[src/rtl/ctl_fsm_wait.sv]
// Control FSM for the accumulator CPU: fetch/decode/execute with a memory-ready wait,
// timeout bus error, HLT/SKZ opcodes, run/stop control and a retired-instruction counter.
module ctl_fsm_wait #(
  parameter int OP_W     = 5,
  parameter int WAIT_MAX = 15,
  parameter int CNT_W    = 16
) (
  input  logic             clk,
  input  logic             ena,
  input  logic             run,
  input  logic             zero,
  input  logic             mem_ready,
  input  logic [OP_W-1:0]  optcode,
  output logic             inc_pc,
  output logic             load_acc,
  output logic             load_pc,
  output logic             rd,
  output logic             wr,
  output logic             load_ir,
  output logic             datactl_ena,
  output logic             halted,
  output logic             bus_err,
  output logic [CNT_W-1:0] retired
);

  localparam int WC_W = $clog2(WAIT_MAX + 1);

  localparam logic [OP_W-1:0] OP_HLT  = OP_W'(0);
  localparam logic [OP_W-1:0] OP_ADD  = OP_W'(1);
  localparam logic [OP_W-1:0] OP_SUB  = OP_W'(2);
  localparam logic [OP_W-1:0] OP_ANDD = OP_W'(3);
  localparam logic [OP_W-1:0] OP_ORR  = OP_W'(4);
  localparam logic [OP_W-1:0] OP_LDA  = OP_W'(5);
  localparam logic [OP_W-1:0] OP_STO  = OP_W'(6);
  localparam logic [OP_W-1:0] OP_JMP  = OP_W'(7);
  localparam logic [OP_W-1:0] OP_XORR = OP_W'(8);
  localparam logic [OP_W-1:0] OP_SKZ  = OP_W'(9);

  typedef enum logic [2:0] {
    S_IDLE   = 3'd0,
    S_FETCH  = 3'd1,
    S_INC    = 3'd2,
    S_DECODE = 3'd3,
    S_OPER   = 3'd4,
    S_EXEC   = 3'd5,
    S_POST   = 3'd6,
    S_HALT   = 3'd7
  } state_t;

  state_t            r_state;
  state_t            w_next;
  logic [WC_W-1:0]   r_wcnt;
  logic [WC_W-1:0]   w_wcnt_next;
  logic              w_wait;
  logic              w_err;
  logic              w_memop;
  logic              w_sto;
  logic              w_jmp;
  logic              w_skz;
  logic              w_hlt;

  logic              w_inc_pc, w_load_acc, w_load_pc, w_rd, w_wr, w_load_ir, w_datactl, w_halted;
  logic              r_inc_pc, r_load_acc, r_load_pc, r_rd, r_wr, r_load_ir, r_datactl, r_halted;
  logic              r_bus_err;
  logic [CNT_W-1:0]  r_retired;

  always_comb begin
    w_memop = optcode inside {OP_ADD, OP_SUB, OP_ANDD, OP_ORR, OP_XORR, OP_LDA};
    w_sto   = (optcode == OP_STO);
    w_jmp   = (optcode == OP_JMP);
    w_skz   = (optcode == OP_SKZ);
    w_hlt   = (optcode == OP_HLT);
  end

  always_comb begin
    w_next = r_state;
    w_wait = 1'b0;
    w_err  = 1'b0;
    case (r_state)
      S_IDLE:   if (run) w_next = S_FETCH;
      S_FETCH: begin
        w_wait = 1'b1;
        if (mem_ready) w_next = S_INC;
      end
      S_INC:    w_next = S_DECODE;
      S_DECODE: w_next = w_hlt ? S_HALT : S_OPER;
      S_OPER:   w_next = S_EXEC;
      S_EXEC: begin
        if (w_memop || w_sto) begin
          w_wait = 1'b1;
          if (mem_ready) w_next = S_POST;
        end else begin
          w_next = S_POST;
        end
      end
      S_POST:   w_next = run ? S_FETCH : S_IDLE;
      S_HALT:   w_next = S_HALT;
      default:  w_next = S_IDLE;
    endcase
    // This cycle would be the WAIT_MAX-th without mem_ready: abort to HALT.
    if (w_wait && !mem_ready && (r_wcnt == WC_W'(WAIT_MAX - 1))) begin
      w_err  = 1'b1;
      w_next = S_HALT;
    end
  end

  always_comb begin
    if (w_next != r_state)
      w_wcnt_next = '0;
    else if (w_wait && !mem_ready)
      w_wcnt_next = r_wcnt + WC_W'(1);
    else
      w_wcnt_next = r_wcnt;
  end

  // Outputs are those of the state being entered, so they change with the state.
  always_comb begin
    w_inc_pc   = 1'b0;
    w_load_acc = 1'b0;
    w_load_pc  = 1'b0;
    w_rd       = 1'b0;
    w_wr       = 1'b0;
    w_load_ir  = 1'b0;
    w_datactl  = 1'b0;
    w_halted   = 1'b0;
    case (w_next)
      S_FETCH: begin
        w_rd      = 1'b1;
        w_load_ir = 1'b1;
      end
      S_INC: begin
        w_inc_pc  = 1'b1;
        w_rd      = 1'b1;
        w_load_ir = 1'b1;
      end
      S_OPER: begin
        w_rd      = w_memop;
        w_datactl = w_sto;
        w_load_pc = w_jmp;
        w_inc_pc  = w_skz && zero;
      end
      S_EXEC: begin
        w_rd       = w_memop;
        w_load_acc = w_memop;
        w_wr       = w_sto;
        w_datactl  = w_sto;
        w_load_pc  = w_jmp;
      end
      S_POST: begin
        w_rd      = w_memop;
        w_datactl = w_sto;
      end
      S_HALT:  w_halted = 1'b1;
      default: ;
    endcase
  end

  always_ff @(negedge clk or negedge ena) begin
    if (!ena) begin
      r_state    <= S_IDLE;
      r_wcnt     <= '0;
      r_inc_pc   <= 1'b0;
      r_load_acc <= 1'b0;
      r_load_pc  <= 1'b0;
      r_rd       <= 1'b0;
      r_wr       <= 1'b0;
      r_load_ir  <= 1'b0;
      r_datactl  <= 1'b0;
      r_halted   <= 1'b0;
      r_bus_err  <= 1'b0;
      r_retired  <= '0;
    end else begin
      r_state    <= w_next;
      r_wcnt     <= w_wcnt_next;
      r_inc_pc   <= w_inc_pc;
      r_load_acc <= w_load_acc;
      r_load_pc  <= w_load_pc;
      r_rd       <= w_rd;
      r_wr       <= w_wr;
      r_load_ir  <= w_load_ir;
      r_datactl  <= w_datactl;
      r_halted   <= w_halted;
      r_bus_err  <= r_bus_err | w_err;
      if (w_next == S_POST && r_state != S_POST)
        r_retired <= r_retired + CNT_W'(1);
    end
  end

  assign inc_pc      = r_inc_pc;
  assign load_acc    = r_load_acc;
  assign load_pc     = r_load_pc;
  assign rd          = r_rd;
  assign wr          = r_wr;
  assign load_ir     = r_load_ir;
  assign datactl_ena = r_datactl;
  assign halted      = r_halted;
  assign bus_err     = r_bus_err;
  assign retired     = r_retired;

endmodule

[config.mk]
export PLATFORM = sky130hd
export DESIGN_NAME = ctl_fsm_wait
export DESIGN_NICKNAME = d
export VERILOG_FILES = /design/src/rtl/ctl_fsm_wait.sv
export SDC_FILE = /design/constraint.sdc
export NUM_CORES = 1
export LEC_CHECK = 0
export ABC_CLOCK_PERIOD_IN_PS = 4900
export BUFFER_PORTS_ARGS = -buffer_cell sky130_fd_sc_hd__buf_2
export CORE_MARGIN = 3
export CORE_UTILIZATION = 45
export CTS_CLUSTER_DIAMETER = 200
export CTS_CLUSTER_SIZE = 40
export DETAILED_ROUTE_END_ITERATION = 10
export PLACE_DENSITY = 0.69
export SLEW_MARGIN = 10
export SYNTH_ARGS = -nofsm -noshare
export SYNTH_HDL_FRONTEND = slang
export SYNTH_SLANG_ARGS = --single-unit
[constraint.sdc]
create_clock -name clk -period 4.9 [get_ports clk]
set_input_delay 0.49 -clock clk [delete_from_list [all_inputs] [get_ports clk]]
set_output_delay 0.49 -clock clk [all_outputs]
set_load 0.01 [all_outputs]
# Yosys cells after proc, flatten, opt, wreduce, memory -nomap -nowiden
# Index checks and enable logic that the tools add are counted.
[op_classes]
n_addsub = 2
n_reduce_logical = 13
eq_ne = 25
bitwise_logic = 1
shift = 0
multipliers = 0
mux = 21
div = 0
n_lt_le_gt_ge = 0
[op_table]
columns = ["operator", "n"]
rows = [
  ["$eq 3x3->1 const B", 8],
  ["$pmux 3 s8", 1],
  ["$eq 5x3->1 const B", 4],
  ["$add 16x1->16 const B", 1],
  ["$mux 3", 5],
  ["$eq 5x2->1 const B", 2],
  ["$eq 5x4->1 const B", 2],
  ["$eq 3x2->1 const B", 3],
  ["$mux 1", 9],
  ["$mux 4", 2],
  ["$eq 3x1->1 const B", 2],
  ["$pmux 1 s2", 3],
  ["$reduce_bool 6->1", 1],
  ["$eq 5x1->1 const B", 1],
  ["$logic_not 5->1", 1],
  ["$add 4x1->4 const B", 1],
  ["$eq 4x4->1 const B", 1],
  ["$logic_and 1x1->1", 4],
  ["$reduce_or 2->1", 2],
  ["$logic_not 3->1", 1],
  ["$ne 3x3->1", 1],
  ["$ne 3x3->1 const B", 1],
  ["$reduce_or 3->1", 1],
  ["$mux 2", 1],
  ["other kinds (4)", 4],
]
[totals]
mem_count = 0
out_inout_bits = 25
reg_bits = 32
ram_bits = 0
romBits = 0
latchBits = 0
in_bits = 10
elab_cells = 74

# Logic depth before layout (Yosys ltp)
# Gate-level depths: netlist of run 1.
[depth]
ltp_word = 11
mapped_depth = 8
mapped_depth_nobuf = 8

==> results.json, run 1 <==
{
  "status": "complete, no violations",
  "final_cell_mix": "buf_2 (34), dfrtn_1 (32), xnor2_1 (17)",
  "cts_resized": 0,
  "yosys_warnings": 0,
  "worst_ep_required_time_ns": 2.58,
  "drc": 0,
  "power_per_cell_area_mw_per_mm2": 489,
  "fillers": 292,
  "ir_drop_mv": 0.219,
  "muxShareOfSynthArea": 0.0296,
  "start_util": 0.491,
  "dp_slack_ns": 0.0142,
  "startpoint_type": "input pin",
  "synth_fp_nets": 179,
  "layout_commonest_cell": "buf_2",
  "critical_path.cell_chain": "buf_2 -> or4_4 -> o2111a_2 -> a2111oi_4 -> nand3_1 -> xnor2_1",
  "cts_buffers": 5,
  "dieArea_mm2": 0.00463,
  "synthCells": 166,
  "netlist_area_mm2": 0.00173,
  "layout.nets": 222,
  "rsz0062_at_grt": "no",
  "syn_avg_cell_area_um2": 10.4,
  "synth_ff_type": "dfrtn_1",
  "grt_usage": 0.168,
  "die_h_um": 68.0,
  "synth_seq_cells": 32,
  "setup_slack_ns": 0.292,
  "fin_setup_tns_ns": 0,
  "p_sw_frac": 0.366,
  "clock_path_buffers": 2,
  "drtIter0Drc": 55,
  "drive_gt1_frac": 0.262,
  "root_buffer": "clkbuf_8",
  "cp_slowest_cell": "or4_4",
  "comb_power_share": 0.358,
  "cp.arrival_ns": 2.29,
  "synth_compound_area_frac": 0.152,
  "setup_violations": 0,
  "hpwl_um": 2550,
  "antenna_found_initial": 0,
  "synth_adder_area_share": 0.0217,
  "viasPerCell": 5.55,
  "cp_slowest_stage_delay_ns": 0.56,
  "p_seq_frac": 0.395,
  "grt_pass1_vias": 1298,
  "cts_tree": "done",
  "area_growth_pct": 19.5,
  "hold_viol": 0,
  "post_cts_buffers": 0,
  "gp_congestion": 0.895,
  "worstPathMaxFanout": 7,
  "synth-xor-area-share": 0.0911,
  "grt_pass1_wl_um": 5800,
  "core-area_mm2": 0.00352,
  "cts_sinks": 32,
  "hold_buffers": 0,
  "p_switching_w": 0.000370,
  "postRouteAntennaNets": 0,
  "utilization": 0.587,
  "ys_async_sr_fraction": 1.00,
  "vias": 1422,
  "wl_per_cell_um": 13.8,
  "worstSkewPairLatency_ns": 0.29,
  "slew_violations": 0,
  "antenna_cells": 0,
  "synth_top_family_by_area": "simple AND/OR/NAND/NOR gates",
  "overflow": 0,
  "io_pins": 35,
  "ys_types": 45,
  "die_w_um": 68.0,
  "synth_edf_count": 0,
  "synth-simple-area-share": 0.192,
  "power_frac_clock": 0.247,
  "rows": 21,
  "clock_skew_ns": 0.00463,
  "worst_slew_pin_slew_ns": 0.712,
  "critPathCaptureType": "register",
  "max_slew_margin": 0.525,
  "leakage_nw": 1.01,
  "dr.pass1.iters": 4,
  "numPortBuffers": 34,
  "synth-seq-area-share": 0.463,
  "htree_levels": 2,
  "grt_max_degree": 33,
  "path_clk_slew_ns": 0.05,
  "hp-class": "reg2reg",
  "p_int_w": 0.000641,
  "routed_wl_um": 3530,
  "critical_path_class": "in2reg",
  "max_cap_violations": 0
}
critical path: cells and delay by family:
family / cells / cell delay (ns)
AO/OA/AOI/OAI: 2 / 0.79
XOR/XNOR: 1 / 0.16
buffers and inverters: 1 / 0.10
AND/OR/NAND/NOR: 2 / 0.74
layer usage:
| metal | share of wire | up-vias | routed length (um) | global-route usage |
|---|---|---|---|---|
| li1 | - | 685 | - | - |
| met1 | 0.45 | 704 | 1570 | 0.210 |
| met2 | 0.50 | 29 | 1770 | 0.274 |
| met3 | 0.046 | 4 | 162 | 0.0394 |
| met4 | 0.0082 | 0 | 29 | 0.0744 |
| met5 | 0 | - | 0 | 0 |
cells in the mapped netlist, types with 2 or more instances:
library cell | instances | area (um^2)
dfrtn_1 | 32 | 801
nand4_1 | 5 | 31.3
buf_6 | 2 | 22.5
and4_1 | 2 | 17.5
a21o_1 | 2 | 15.0
o21ai_0 | 6 | 30.0
o21bai_1 | 3 | 22.5
mux2i_1 | 4 | 40.0
a21boi_0 | 2 | 15.0
nand2_1 | 14 | 52.6
or3_1 | 2 | 12.5
nand3_1 | 7 | 35.0
xnor2_1 | 17 | 149
or2_2 | 2 | 12.5
a21oi_1 | 8 | 40.0
nor2_1 | 6 | 22.5
nand4b_1 | 2 | 17.5
and3_1 | 6 | 37.5
clkbuf_8 | 2 | 27.5
nor3_1 | 3 | 15.0
ha_1 | 3 | 37.5
inv_1 | 9 | 33.8
nor3b_1 | 2 | 15.0
nor2b_1 | 4 | 25.0
flip-flops by register name, summed over array words and instances (netlist names):
| register | cells |
|---|---|
| load_acc | 1 |
| load_pc | 1 |
| datactl_ena | 1 |
| r_wcnt | 4 |
| wr | 1 |
| inc_pc | 1 |
| r_state | 3 |
| rd | 1 |
| load_ir | 1 |
| halted | 1 |
| bus_err | 1 |
| retired | 16 |
logic make-up after synthesis:
| kind of cell | after synthesis |
|---|---|
| fa+ha+maj | 3 |
| xor+xnor | 18 |
| mux | 5 |
| simple gates | 60 |
| flops | 32 |
| compound gates | 34 |
| buf+inv | 14 |
layout make-up:
cell class	count	area, um^2	share of cell area
timing repair buffer	41	223	0.108
multi-input combinational	120	842	0.407
inverter	9	33.8	0.0163
clock inverter	3	42.5	0.0206
tap	46	57.6	0.0278
clock buffer	5	68.8	0.0333
sequential	32	801	0.387
worst paths after layout:
kind	startpoint	to	slack (ns)	cells after the start
max reg2reg	r_state[0]	load_pc	2.81	6
min in group asynchronous	ena	retired[13]	2.58	1
max in group asynchronous	ena	rd	1.82	1
max	optcode[1]	retired[9]	0.29	6
min reg2reg	bus_err	bus_err	0.41	1
min	bus_err	bus_err	0.41	1
power groups by stage:
| stage | Combinational (W) | Clock [W] | Sequential [W] |
|---|---|---|---|
| 2_1_floorplan | 0.000293 | 0 | 0.000378 |
| 3_3_place_gp | 0.000352 | 0 | 0.000397 |
| 3_5_place_dp | 0.000361 | 0 | 0.000402 |
| 4_1_cts | 0.000365 | 0.000253 | 0.000398 |
| 5_1_grt | 0.000402 | 0.000271 | 0.000410 |
| 6_report | 0.000362 | 0.000249 | 0.000400 |
stage by stage:
step	instance area, um^2	std cells	total power (W)	hold slack [ns]
3_5_place_dp	1960	248	0.000763	0.403
2_1_floorplan	1730	166	0.000671	0.448
4_1_cts	2070	256	0.00102	0.410
3_3_place_gp	1960	248	0.000749	0.401
6_report	2070	256	0.00101	0.405
5_1_grt	2070	256	0.00108	0.428
No activity file was read; power rests on OpenSTA's default activity.
==> run 2, diff against run 1 <==
==> constraint.sdc (replaced) <==
create_clock -name clk -period 4.9 [get_ports clk]
set_input_delay 0.98 -clock clk [delete_from_list [all_inputs] [get_ports clk]]
set_output_delay 0.98 -clock clk [all_outputs]
set_load 0.01 [all_outputs]
==> run 2 against run 1 <==
Clock skew up 0.0016 ns; clock-buffer cell count increased by 1; register-to-register slack better by 0.16 ns; global-route usage grew 0.25 points; clock power decreased by 16%; setup slack lost 0.25 ns; largest cell class unchanged; routed wire length barely moved; sequential share of layout area fell by 2.1 points; worst hold slack improved by 0.0038 ns; largest power group is now combinational logic.
==> results.json, run 2 (same netlist as run 1, synthesis figures left out) <==
{
  "overflow": 0,
  "cts_buffers": 5,
  "htree_levels": 2,
  "cts_sinks": 32,
  "cp.arrival_ns": 2.54,
  "io_pins": 35,
  "leakage_nw": 1.09,
  "reg2reg_setup_slack_ns": 2.97,
  "cp_slowest_cell": "or4_4",
  "dieArea_mm2": 0.00463,
  "setup_violations": 0,
  "core-area_mm2": 0.00352,
  "place_inst": 260,
  "drive_gt1_frac": 0.326,
  "grt_max_degree": 33,
  "critPathTopFamily": "simple AND/OR/NAND/NOR gates",
  "final_cell_mix": "dfrtn_1 (32), buf_2 (32), buf_4 (21)",
  "critical_path.cell_chain": "buf_6 -> or4_4 -> o2111a_2 -> a2111oi_4 -> buf_4 -> nand4_1 -> xnor2_1",
  "numPortBuffers": 34,
  "critPathCaptureType": "register",
  "r2r_cells": 6,
  "cp_num_buf_inv": 2,
  "max_cap_violations": 0,
  "area_growth_pct": 26.3,
  "hpwl_um": 2580,
  "rows": 21,
  "drtIter0Drc": 100,
  "critical_path_class": "in2reg",
  "vias": 1420,
  "ir_drop_mv": 0.275,
  "path_clk_slew_ns": 0.04,
  "clock_path_buffers": 2,
  "grt_usage": 0.170,
  "placed_area_mm2": 0.00205,
  "wl_per_cell_um": 13.1,
  "fillers": 305,
  "routed_wl_um": 3530,
  "grt_pass1_wl_um": 5840,
  "die_h_um": 68.0,
  "worst_ep_required_time_ns": 2.58,
  "hold-path-cell-count": 1,
  "antenna_found_initial": 0,
  "gp_congestion": 0.867,
  "r2r-start": "r_state[1]",
  "root_buffer": "clkbuf_8",
  "startpoint_type": "input pin",
  "worst_slew_pin_slew_ns": 0.667,
  "antenna_cells": 0,
  "clock_skew_ns": 0.00619,
  "hold-worst-slack_ns": 0.409,
  "die_w_um": 68.0,
  "cts_tree": "done",
  "viasPerCell": 5.26,
  "slew_violations": 0,
  "hp-class": "reg2reg",
  "design_area_mm2": 0.00219,
  "power_per_cell_area_mw_per_mm2": 467,
  "layout.nets": 236,
  "largest_register_ffs": 16,
  "grt_pass1_vias": 1338,
  "worstSkewPairLatency_ns": 0.29,
  "status": "complete, no violations",
  "rsz0062_at_grt": "yes",
  "cp_slowest_stage_delay_ns": 0.56,
  "dr.pass1.iters": 4,
  "hold_start": "bus_err",
  "hold_viol": 0,
  "hold_end": "bus_err",
  "power.total_w": 0.00102,
  "worstPathMaxFanout": 7,
  "stdcell_count": 270,
  "fin_setup_tns_ns": 0,
  "drc": 0,
  "r2r-end": "datactl_ena",
  "start_util": 0.491,
  "max_slew_margin": 0.555,
  "postRouteAntennaNets": 0
}
[run 2: changes by cell type in the layout (fill, tap and decap cells not counted), sizes merged]
cell	change
clkinv	+1
bufinv	-1
clkinvlp	-1
buf	+14
clkbuf	+1
[run 2: power breakdown]
group | switching (W) | leakage, nW | internal, W
sequential | 0.0000832 | 0.427 | 0.000319
clock | 0.0000967 | 0.0510 | 0.000112
combinational | 0.000201 | 0.611 | 0.000209
total | 0.000380 | 1.09 | 0.000640
[run 2: worst reg2reg max path: stages, from the launching register on]
cell and delay [ns]:
dfrtn_1 0.74, nand4b_1 0.19, o32ai_1 0.10, or2_2 0.34, or2_4 0.27, inv_2 0.06, a21oi_1 0.06
[run 2: layout make-up]
cell class                 instances  area, um^2  area share
clock buffer                       6        82.6      0.0378
timing repair buffer              55         340       0.156
sequential                        32         801       0.366
tap                               46        57.6      0.0263
inverter                           9        33.8      0.0155
clock inverter                     2        10.0     0.00458
multi-input combinational        120         861       0.394
[run 2: how the worst max path moves through the flow]
stage / start / cells after the start / endpoint / slack [ns]
2_1_floorplan: optcode[1] / 5 / retired[5] / -0.12
3_3_place_gp: optcode[1] / 7 / retired[15] / -0.25
3_5_place_dp: optcode[1] / 8 / retired[10] / -0.34
4_1_cts: optcode[1] / 8 / retired[10] / 0.006
5_1_grt: optcode[2] / 7 / retired[5] / -0.0008
6_report: optcode[2] / 7 / retired[5] / 0.05
[run 2: layer usage]
metal | wire, um | global-route usage | vias to the layer above | part of all wire
met5 | 0 | 0 | - | 0
met3 | 194 | 0.0542 | 7 | 0.055
met4 | 49 | 0.0670 | 0 | 0.014
met2 | 1670 | 0.270 | 36 | 0.47
met1 | 1610 | 0.215 | 666 | 0.46
li1 | - | - | 711 | -
[run 2: timing repair]
item                       4_1_cts  5_1_grt
setup endpoints to repair        1       15
setup buffers                    1        1
hold buffers                     0        0
gates resized for setup          0        6
pin swaps                        0        2
gates cloned                     0        0
[run 2: through the flow]
stage	setup WS [ns]	utilization
floorplan	-0.118	-
global placement	-0.251	0.582
detailed placement	-0.337	0.582
CTS	0.00585	0.611
global route	-0.000784	0.621
finish	0.0465	0.621
